===== src/rtl/tone_sequencer_if.sv =====
// Bus between the tone sequencer and its surroundings: start request, sine ROM
// address/data and the registered DAC sample with its status flags.
interface tone_sequencer_if #(
  parameter int unsigned ADDR_W = 10
);
  logic              start;
  logic [ADDR_W-1:0] rom_addr;
  logic [7:0]        rom_q;
  logic [7:0]        sample;
  logic              sample_valid;
  logic              busy;
  logic              done;
  logic [1:0]        note_idx;

  modport master (
    input  start,
    input  rom_q,
    output rom_addr,
    output sample,
    output sample_valid,
    output busy,
    output done,
    output note_idx
  );

  modport slave (
    output start,
    output rom_q,
    input  rom_addr,
    input  sample,
    input  sample_valid,
    input  busy,
    input  done,
    input  note_idx
  );
endinterface


===== src/rtl/tone_sequencer.sv =====
// DDS tone sequencer: plays a three-note phrase through a synchronous sine ROM.
// Optional silent gaps between notes are enabled by defining NOTE_GAP_EN.
module tone_sequencer #(
  parameter int unsigned         PHASE_W      = 24,
  parameter int unsigned         ADDR_W       = 10,
  parameter int unsigned         SAMPLE_DIV   = 90,
  parameter int unsigned         NOTE_SAMPLES = 2048,
  parameter logic [PHASE_W-1:0]  TW0          = 24'd4613,
  parameter logic [PHASE_W-1:0]  TW1          = 24'd5811,
  parameter logic [PHASE_W-1:0]  TW2          = 24'd6910,
  parameter int unsigned         GAP_SAMPLES  = 256
) (
  input  logic             CLOCK_25,
  input  logic             reset,
  tone_sequencer_if.master bus
);

  localparam int unsigned CntMax = (NOTE_SAMPLES > GAP_SAMPLES) ? NOTE_SAMPLES : GAP_SAMPLES;
  localparam int unsigned CntW   = $clog2(CntMax + 1);
  localparam int unsigned DivW   = $clog2(SAMPLE_DIV);

  localparam logic [DivW-1:0] DivLoad  = DivW'(SAMPLE_DIV - 1);
  localparam logic [CntW-1:0] NoteLast = CntW'(NOTE_SAMPLES - 1);
  localparam logic [7:0]      MidScale = 8'd128;

`ifdef NOTE_GAP_EN
  localparam logic [CntW-1:0] GapLast = CntW'(GAP_SAMPLES - 1);
  typedef enum logic [1:0] {StIdle, StPlay, StGap} state_e;
`else
  typedef enum logic [1:0] {StIdle, StPlay} state_e;
`endif

  state_e              state_q, state_d;
  logic [PHASE_W-1:0]  phase_q, phase_d;
  logic [ADDR_W-1:0]   addr_q, addr_d;
  logic [DivW-1:0]     div_q, div_d;
  logic [CntW-1:0]     cnt_q, cnt_d;
  logic [1:0]          note_q, note_d;
  logic [7:0]          sample_q, sample_d;
  logic                valid_q, valid_d;
  logic                busy_q, busy_d;
  logic                done_q, done_d;
  // Two-stage capture pipeline: ROM latency, then sample register.
  logic [1:0]          pend_q, pend_d;

  logic [PHASE_W-1:0]  tw;
  logic [PHASE_W-1:0]  phase_nx;
  logic                tick;

  always_comb begin
    case (note_q)
      2'd0:    tw = TW0;
      2'd1:    tw = TW1;
      default: tw = TW2;
    endcase
  end

  assign phase_nx = phase_q + tw;
  assign tick     = (div_q == '0);

  always_comb begin
    state_d  = state_q;
    phase_d  = phase_q;
    addr_d   = addr_q;
    div_d    = div_q;
    cnt_d    = cnt_q;
    note_d   = note_q;
    sample_d = sample_q;
    valid_d  = 1'b0;
    busy_d   = busy_q;
    done_d   = 1'b0;
    pend_d   = {pend_q[0], 1'b0};

    if (pend_q[1]) begin
      sample_d = bus.rom_q;
      valid_d  = 1'b1;
    end

    case (state_q)
      StIdle: begin
        phase_d  = '0;
        addr_d   = '0;
        div_d    = DivLoad;
        cnt_d    = '0;
        note_d   = 2'd0;
        sample_d = MidScale;
        valid_d  = 1'b0;
        busy_d   = 1'b0;
        pend_d   = '0;
        if (bus.start) begin
          state_d = StPlay;
          busy_d  = 1'b1;
        end
      end

      StPlay: begin
        div_d = tick ? DivLoad : div_q - 1'b1;
        if (tick) begin
          if (cnt_q == NoteLast) begin
            cnt_d   = '0;
            phase_d = '0;
            addr_d  = '0;
            if (note_q == 2'd2) begin
              // Final tick: its lookup is dropped so nothing follows done.
              state_d  = StIdle;
              note_d   = 2'd0;
              done_d   = 1'b1;
              busy_d   = 1'b0;
              sample_d = MidScale;
              valid_d  = 1'b0;
              pend_d   = '0;
            end else begin
`ifdef NOTE_GAP_EN
              state_d  = StGap;
              sample_d = MidScale;
              valid_d  = 1'b0;
              pend_d   = '0;
`else
              note_d    = note_q + 2'd1;
              pend_d[0] = 1'b1;
`endif
            end
          end else begin
            phase_d   = phase_nx;
            addr_d    = phase_nx[PHASE_W-1 -: ADDR_W];
            cnt_d     = cnt_q + 1'b1;
            pend_d[0] = 1'b1;
          end
        end
      end

`ifdef NOTE_GAP_EN
      StGap: begin
        div_d    = tick ? DivLoad : div_q - 1'b1;
        sample_d = MidScale;
        valid_d  = 1'b0;
        if (tick) begin
          if (cnt_q == GapLast) begin
            cnt_d   = '0;
            note_d  = note_q + 2'd1;
            state_d = StPlay;
          end else begin
            cnt_d = cnt_q + 1'b1;
          end
        end
      end
`endif

      default: state_d = StIdle;
    endcase
  end

  always_ff @(posedge CLOCK_25 or posedge reset) begin
    if (reset) begin
      state_q  <= StIdle;
      phase_q  <= '0;
      addr_q   <= '0;
      div_q    <= DivLoad;
      cnt_q    <= '0;
      note_q   <= 2'd0;
      sample_q <= MidScale;
      valid_q  <= 1'b0;
      busy_q   <= 1'b0;
      done_q   <= 1'b0;
      pend_q   <= '0;
    end else begin
      state_q  <= state_d;
      phase_q  <= phase_d;
      addr_q   <= addr_d;
      div_q    <= div_d;
      cnt_q    <= cnt_d;
      note_q   <= note_d;
      sample_q <= sample_d;
      valid_q  <= valid_d;
      busy_q   <= busy_d;
      done_q   <= done_d;
      pend_q   <= pend_d;
    end
  end

  assign bus.rom_addr     = addr_q;
  assign bus.sample       = sample_q;
  assign bus.sample_valid = valid_q;
  assign bus.busy         = busy_q;
  assign bus.done         = done_q;
  assign bus.note_idx     = note_q;

endmodule

===== src/flat_wrapper.sv =====
// flat-port wrapper written by rule: the top's interface ports become plain ports
module tone_sequencer_flat 
#(
  parameter int unsigned         PHASE_W      = 24,
  parameter int unsigned         ADDR_W       = 10,
  parameter int unsigned         SAMPLE_DIV   = 90,
  parameter int unsigned         NOTE_SAMPLES = 2048,
  parameter logic [PHASE_W-1:0]  TW0          = 24'd4613,
  parameter logic [PHASE_W-1:0]  TW1          = 24'd5811,
  parameter logic [PHASE_W-1:0]  TW2          = 24'd6910,
  parameter int unsigned         GAP_SAMPLES  = 256
)
  (CLOCK_25, reset, bus_start, bus_rom_q, bus_rom_addr, bus_sample, bus_sample_valid, bus_busy, bus_done, bus_note_idx);
  tone_sequencer_if #(.ADDR_W(ADDR_W)) bus_i ();
  input  logic CLOCK_25;
  input  logic reset;
  input wire logic [$bits(bus_i.start)-1:0] bus_start;
  input wire logic [$bits(bus_i.rom_q)-1:0] bus_rom_q;
  output wire logic [$bits(bus_i.rom_addr)-1:0] bus_rom_addr;
  output wire logic [$bits(bus_i.sample)-1:0] bus_sample;
  output wire logic [$bits(bus_i.sample_valid)-1:0] bus_sample_valid;
  output wire logic [$bits(bus_i.busy)-1:0] bus_busy;
  output wire logic [$bits(bus_i.done)-1:0] bus_done;
  output wire logic [$bits(bus_i.note_idx)-1:0] bus_note_idx;
  assign bus_i.start = bus_start;
  assign bus_i.rom_q = bus_rom_q;
  assign bus_rom_addr = bus_i.rom_addr;
  assign bus_sample = bus_i.sample;
  assign bus_sample_valid = bus_i.sample_valid;
  assign bus_busy = bus_i.busy;
  assign bus_done = bus_i.done;
  assign bus_note_idx = bus_i.note_idx;
  tone_sequencer #(.PHASE_W(PHASE_W), .ADDR_W(ADDR_W), .SAMPLE_DIV(SAMPLE_DIV), .NOTE_SAMPLES(NOTE_SAMPLES), .TW0(TW0), .TW1(TW1), .TW2(TW2), .GAP_SAMPLES(GAP_SAMPLES)) u_core (.CLOCK_25(CLOCK_25), .reset(reset), .bus(bus_i));
endmodule

===== config.mk =====
export PLATFORM = sky130hd
export DESIGN_NAME = tone_sequencer_flat
export DESIGN_NICKNAME = d
export VERILOG_FILES = /design/src/rtl/tone_sequencer_if.sv /design/src/rtl/tone_sequencer.sv /design/src/flat_wrapper.sv
export SDC_FILE = /design/constraint.sdc
export NUM_CORES = 1
export LEC_CHECK = 0
export ABC_AREA = 1
export BUFFER_PORTS_ARGS = -buffer_cell sky130_fd_sc_hd__buf_2
export CAP_MARGIN = 10
export CORE_ASPECT_RATIO = 0.9
export CORE_MARGIN = 2
export CORE_UTILIZATION = 33
export CTS_BUF_LIST = sky130_fd_sc_hd__clkbuf_8
export CTS_CLUSTER_DIAMETER = 120
export DETAILED_ROUTE_END_ITERATION = 12
export GPL_ROUTABILITY_DRIVEN = 0
export PLACE_DENSITY = 0.49
export SYNTH_ARGS = -nofsm -noshare
export SYNTH_HDL_FRONTEND = slang
export SYNTH_SLANG_ARGS = --single-unit

===== constraint.sdc =====
create_clock -name CLOCK_25 -period 2.4 [get_ports CLOCK_25]
set_clock_uncertainty 0.1 [all_clocks]
set_input_delay 0.24 -clock CLOCK_25 [delete_from_list [all_inputs] [get_ports CLOCK_25]]
set_output_delay 0.24 -clock CLOCK_25 [all_outputs]
set_load 0.01 [all_outputs]

After elaboration in Yosys (flattened, before gate mapping)

Cells that the tools add are included.

Flip-flop bits (word level): 70
Input port bits: 11
Output and inout port bits: 23

Add/subtract/negate cells: 4
Equality and inequality tests: 8
Mux-type cells: 46
Reduce and logical (&&, ||, !) cells: 8

Operators by type and width:

| kind                                                                    | count |
|---|---|
| 24-bit two-way mux                                                      | 2 |
| 12-bit one-hot mux with 2 select lines                                  | 2 |
| 24-bit one-hot mux with 2 select lines                                  | 1 |
| 8-bit two-way mux                                                       | 4 |
| 24-bit by 13-bit adder with 24-bit output                               | 1 |
| 12-bit two-way mux                                                      | 2 |
| 10-bit two-way mux                                                      | 2 |
| 10-bit one-hot mux with 2 select lines                                  | 1 |
| 1-bit two-way mux                                                       | 16 |
| 2-bit two-way mux                                                       | 8 |
| 8-bit one-hot mux with 2 select lines                                   | 1 |
| 7-bit one-hot mux with 2 select lines                                   | 1 |
| 12-bit by 1-bit adder with 12-bit output, second input constant         | 1 |
| 12-bit by 11-bit equality test with 1-bit output, second input constant | 1 |
| 2-bit one-hot mux with 2 select lines                                   | 3 |
| 4-bit AND reduction                                                     | 2 |
| 7-bit zero test                                                         | 1 |
| 7-bit two-way mux                                                       | 1 |
| 7-bit by 1-bit subtractor with 7-bit output, second input constant      | 1 |
| 2-bit by 1-bit != test with 1-bit output, second input constant         | 3 |
| 2-bit by 1-bit equality test with 1-bit output, second input constant   | 2 |
| 2-bit zero test                                                         | 2 |
| 1-bit one-hot mux with 2 select lines                                   | 2 |
| 3-bit AND reduction                                                     | 1 |
| 5 further kinds                                                         | 5 |

Longest topological paths before layout

Depth in word-level cells: 6
Mapped depth: 15
Gate-level depth less buffers: 15

Least setup slack after synthesis

Ideal clock, no wire load.

Kind: register to register
From: register u_core.note_q[1] (netlist: u_core.bus.note_idx[1])
To: register u_core.addr_q[8] (netlist: u_core.bus.rom_addr[8])
Library setup time: 0.117 ns
Arrival: 1.857 ns
Data required time: 2.183 ns
Slack: 0.326 ns
Cell stages (with the launch flop): 14
Buffers on the path: 0
Path through: dfrtp_1 -> nor2_1 -> inv_1 -> ha_1 -> nand2_1 -> inv_1 -> a21oi_1 -> nand2_1 -> nand2_1 -> nand2_1 -> nand2_1 -> nand2_1 -> nand2_1 -> nor2_1

Longest elaborated chain between the ends: 6

RTL lines:

| element                                                                                  | RTL line              | text |
|---|---|---|
| start, declared                                                                          | tone_sequencer.sv:38  | `logic [1:0] note_q, note_d;` |
| start signal, assigned                                                                   | tone_sequencer.sv:172 | `note_q <= note_d;` |
| 2-bit by 1-bit equality test with 1-bit output / 2-bit zero test (equally long branches) | tone_sequencer.sv:51  | `case (note_q)` |
| 12-bit one-hot mux with 2 select lines (*)                                               | tone_sequencer.sv:51  |  |
| 24-bit by 13-bit adder with 24-bit output (*)                                            | tone_sequencer.sv:58  | `assign phase_nx = phase_q + tw;` |
| 10-bit two-way mux (*)                                                                   | tone_sequencer.sv:99  | `if (cnt_q == NoteLast) begin` |
| 10-bit two-way mux (*)                                                                   | tone_sequencer.sv:98  | `if (tick) begin` |
| 10-bit one-hot mux with 2 select lines (*)                                               | tone_sequencer.sv:79  | `case (state_q)` |
| end signal, assigned                                                                     | tone_sequencer.sv:169 | `addr_q <= addr_d;` |
| end, declared                                                                            | tone_sequencer.sv:35  | `logic [ADDR_W-1:0] addr_q, addr_d;` |

Mark *: on every way between the ends. The rest lies on a longest branch, timed or not. The select of a mux whose other input is x is not followed.
A chain may end at the register's enable or synchronous reset.

Worst setup path in the final report

From: register u_core.note_q[1] (netlist: u_core.bus.note_idx[1])
To: register u_core.addr_q[0] (netlist: u_core.bus.rom_addr[0])

The elaborated chain is that of the path after synthesis.

==> metrics <==
Comb power frac=2.3%; Post-synth top cells=nand2_1, inv_1, dfrtp_1, nor2_1, nand3_1; kind of critical path=flop to flop; clock slew seen by the registers of the worst setup and hold paths=0.07 ns; DR iter-0 viols=111; Power Internal=1840 uW; fin cells=665; final hold vios=0; Die Span Y=104 um; Synthesis Warnings=0; PortBufs=33; TritonRoute pass-1 iters=4; Crit Path Max Fanout=6; status=completed; Initial Util=33.7%; Routed wire per std cell=12.4 um; VDD IR-drop max=0.000318 V; clock root buffer=clkbuf_8; Total Power=2290 uW; top cells by area, synth=dfrtp_1, nand2_1, inv_1; WHS=0.0203 ns; pre-CTS WS=0.108 ns; clock power share=53.7%; Post-synth EDFFs=0; max cap viols=0; Post-Syn Instances=493; Sw Ratio=19.5%; area occupied by multi-input gates=1710 um^2; Flop pwr share=44.0%; CP Data Required Time=2.54 ns; area delta synth->final=15.4%; row count=36; Core Footprint=10800 um^2; layout cells sized above 1=16.7%; switching pwr=446 uW; global-route wire length before repair=14400 um; Min-Delay Path Class=primary input to flop; chip width=115 um; Seq/Total Area, Yosys=40.6%; total grt overflow=0; reg2reg path depth=13; synth unique cells=40; Data arrival, critical path=2.30 ns; TritonCTS clock tree=built; Largest stage delay, worst path=0.43 ns; Max Clk Rate=0.463 GHz; hpwl dp=6070 um; CTS buffer count=9; DRC=0; Max clock buf depth=2; Synth area leader=dfrtp_1; Avg Synthesized Cell Area=7.40 um^2; Finish-stage setup viols=0; diode count=0; RSZ-0062 raised after global routing=false; # IOs=34; top-count cell post-synth=nand2_1; NumNets Final=553; Worst Max-Slew Pin Slew=0.535 ns; largest net degree at the start of global routing=38; post-synthesis async set-or-reset flop share=100%; Critical Path Source Type=flop; worst-skew pair later-pin latency=0.35 ns; worst-path cell chain=nor2_1 -> inv_2 -> ha_1 -> nand2_1 -> inv_1 -> a21oi_1 -> nand2_1 -> nand2_1 -> nand2_1 -> nand2_1 -> nand2_1 -> nand2_1 -> nor2_1; Power Dens Cells=543 nW/um^2; Crit-path slowest cell=dfrtp_2; predominant post-synthesis flop cell=dfrtp_1; max-slew violation count=0; syn nets=519; post-synth top area share=37.0%; Final WS setup=0.238 ns; gr usage total=15.2%; Leak Pwr=0.00229 uW; register area=1480 um^2; crit-path most repeated cell=nand2_1; total wire length=8240 um; Worst Hold Depth=3; H-tree depth=3; Final min period=2.16 ns; Tcrit/Tclk final=90.1%; final setup TNS=0 ns; DIE AREA=11900 um^2; post-placement cell count=646; post-synthesis cell area=3650 um^2; Routed Antenna Nets=0; Num Clock Sinks=59; via/cell ratio=4.56; final-layout fill cell count=1163; antenna violations before repair=0; vias after detailed routing=3030; endpoint class of the critical path=flop; synthesis-stage register bit count=59; vias in the first global route=2976; Rel. slew slack=64.3%
-- layout make-up --
type / instances / area share (%)
flip-flops and latches: 59 / 35.2
repair buffers: 43 / 6.36
multi-input cells: 331 / 40.7
clock inverters: 6 / 3.06
well taps: 133 / 3.95
inverters: 83 / 7.46
clock buffers: 10 / 3.27
-- power groups by stage --
stage | clock, uW | combinational [uW] | sequential, uW
5_1_grt | 1320 | 62.2 | 1010
4_1_cts | 1280 | 55.9 | 1000
2_1_floorplan | 0 | 22.9 | 1030
6_report | 1230 | 53.0 | 1010
3_3_place_gp | 0 | 54.0 | 1020
3_5_place_dp | 0 | 54.7 | 1020
-- metal layers --
layer  part of all wire (%)  track usage [%]  routed length, um  vias to the layer above
met5                      0                0                  0                        -
met2                     45             23.9               3680                       45
met4                    1.3             4.56                104                        0
met1                     50             20.2               4160                     1367
li1                       -                -                  -                     1607
met3                    3.6             4.21                298                       11
-- cell usage in the layout (no fill, tap or decap), types with 6 or more instances in the layout --
cell / instances
nand4_1: 9
inv_1: 78
nand3_1: 28
o211ai_1: 7
nor2_1: 45
buf_4: 7
ha_1: 13
buf_2: 33
xnor2_1: 6
nand2_1: 138
a21oi_1: 23
clkbuf_8: 10
nor3_1: 8
o21ai_0: 16
dfrtp_1: 53
-- logic make-up (layout without fill, tap and decap cells) --
family / after synthesis / after routing / share of synthesized area, %
compound gates: 52 / 52 / 7.96
xor+xnor: 11 / 11 / 2.64
fa+ha+maj: 15 / 15 / 5.35
buf+inv: 103 / 142 / 12.7
flops: 59 / 59 / 40.6
mux: 1 / 1 / 0.274
simple gates: 252 / 252 / 30.4
-- final timing paths --
| check | endpoint | slack, ns | start |
|---|---|---|---|
| setup / recovery | u_core.bus.rom_addr[0]$_DFFE_PP0P_ | 0.24 | u_core.bus.note_idx[1]$_DFFE_PP0P_ |
| max in group asynchronous | u_core.div_q[0]$_DFF_PP1_ | 1.18 | reset |
| hold / removal | u_core.bus.sample[7]$_DFF_PP1_ | 0.02 | bus_rom_q[7] |
| hold reg to reg | u_core.pend_q[1]$_DFF_PP0_ | 0.34 | u_core.pend_q[0]$_DFF_PP0_ |
| setup reg to reg | u_core.bus.rom_addr[0]$_DFFE_PP0P_ | 0.24 | u_core.bus.note_idx[1]$_DFFE_PP0P_ |
| min in group asynchronous | u_core.bus.done$_DFF_PP0_ | 0.38 | reset |
-- worst max-delay path, delay by kind of cell (launching register included) --
| family | cells | cell delay, ns |
|---|---|---|
| AOI/OAI and AO/OA | 1 | 0.14 |
| adders and majority gates | 1 | 0.35 |
| buffers and inverters | 2 | 0.16 |
| DFF | 1 | 0.43 |
| and+or+nand+nor | 9 | 0.86 |
-- through the flow --
| stage | util, % | instance area, um^2 |
|---|---|---|
| 2_1_floorplan | - | 3650 |
| 3_3_place_gp | 36.1 | 3910 |
| 3_5_place_dp | 36.1 | 3910 |
| 4_1_cts | 38.7 | 4180 |
| 5_1_grt | 38.9 | 4210 |
| 6_report | 38.9 | 4210 |
-- what timing repair did --
action	4_1_cts	5_1_grt
hold buffers	1	0
buffers inserted	0	2
hold endpoints to repair	22	0
resized for setup	0	7
endpoints found under the setup margin	0	10
-- state kept, by name, indices dropped and copies added, names as in the netlist --
register / cells
u_core.div_q: 7
u_core.state_q: 1
u_core.bus.busy: 1
u_core.bus.note_idx: 2
u_core.bus.done: 1
u_core.bus.rom_addr: 9
u_core.bus.sample_valid: 1
u_core.pend_q: 2
u_core.bus.sample: 8
u_core.cnt_q: 12
u_core.phase_q: 15
(Power assumes the default switching activity.)
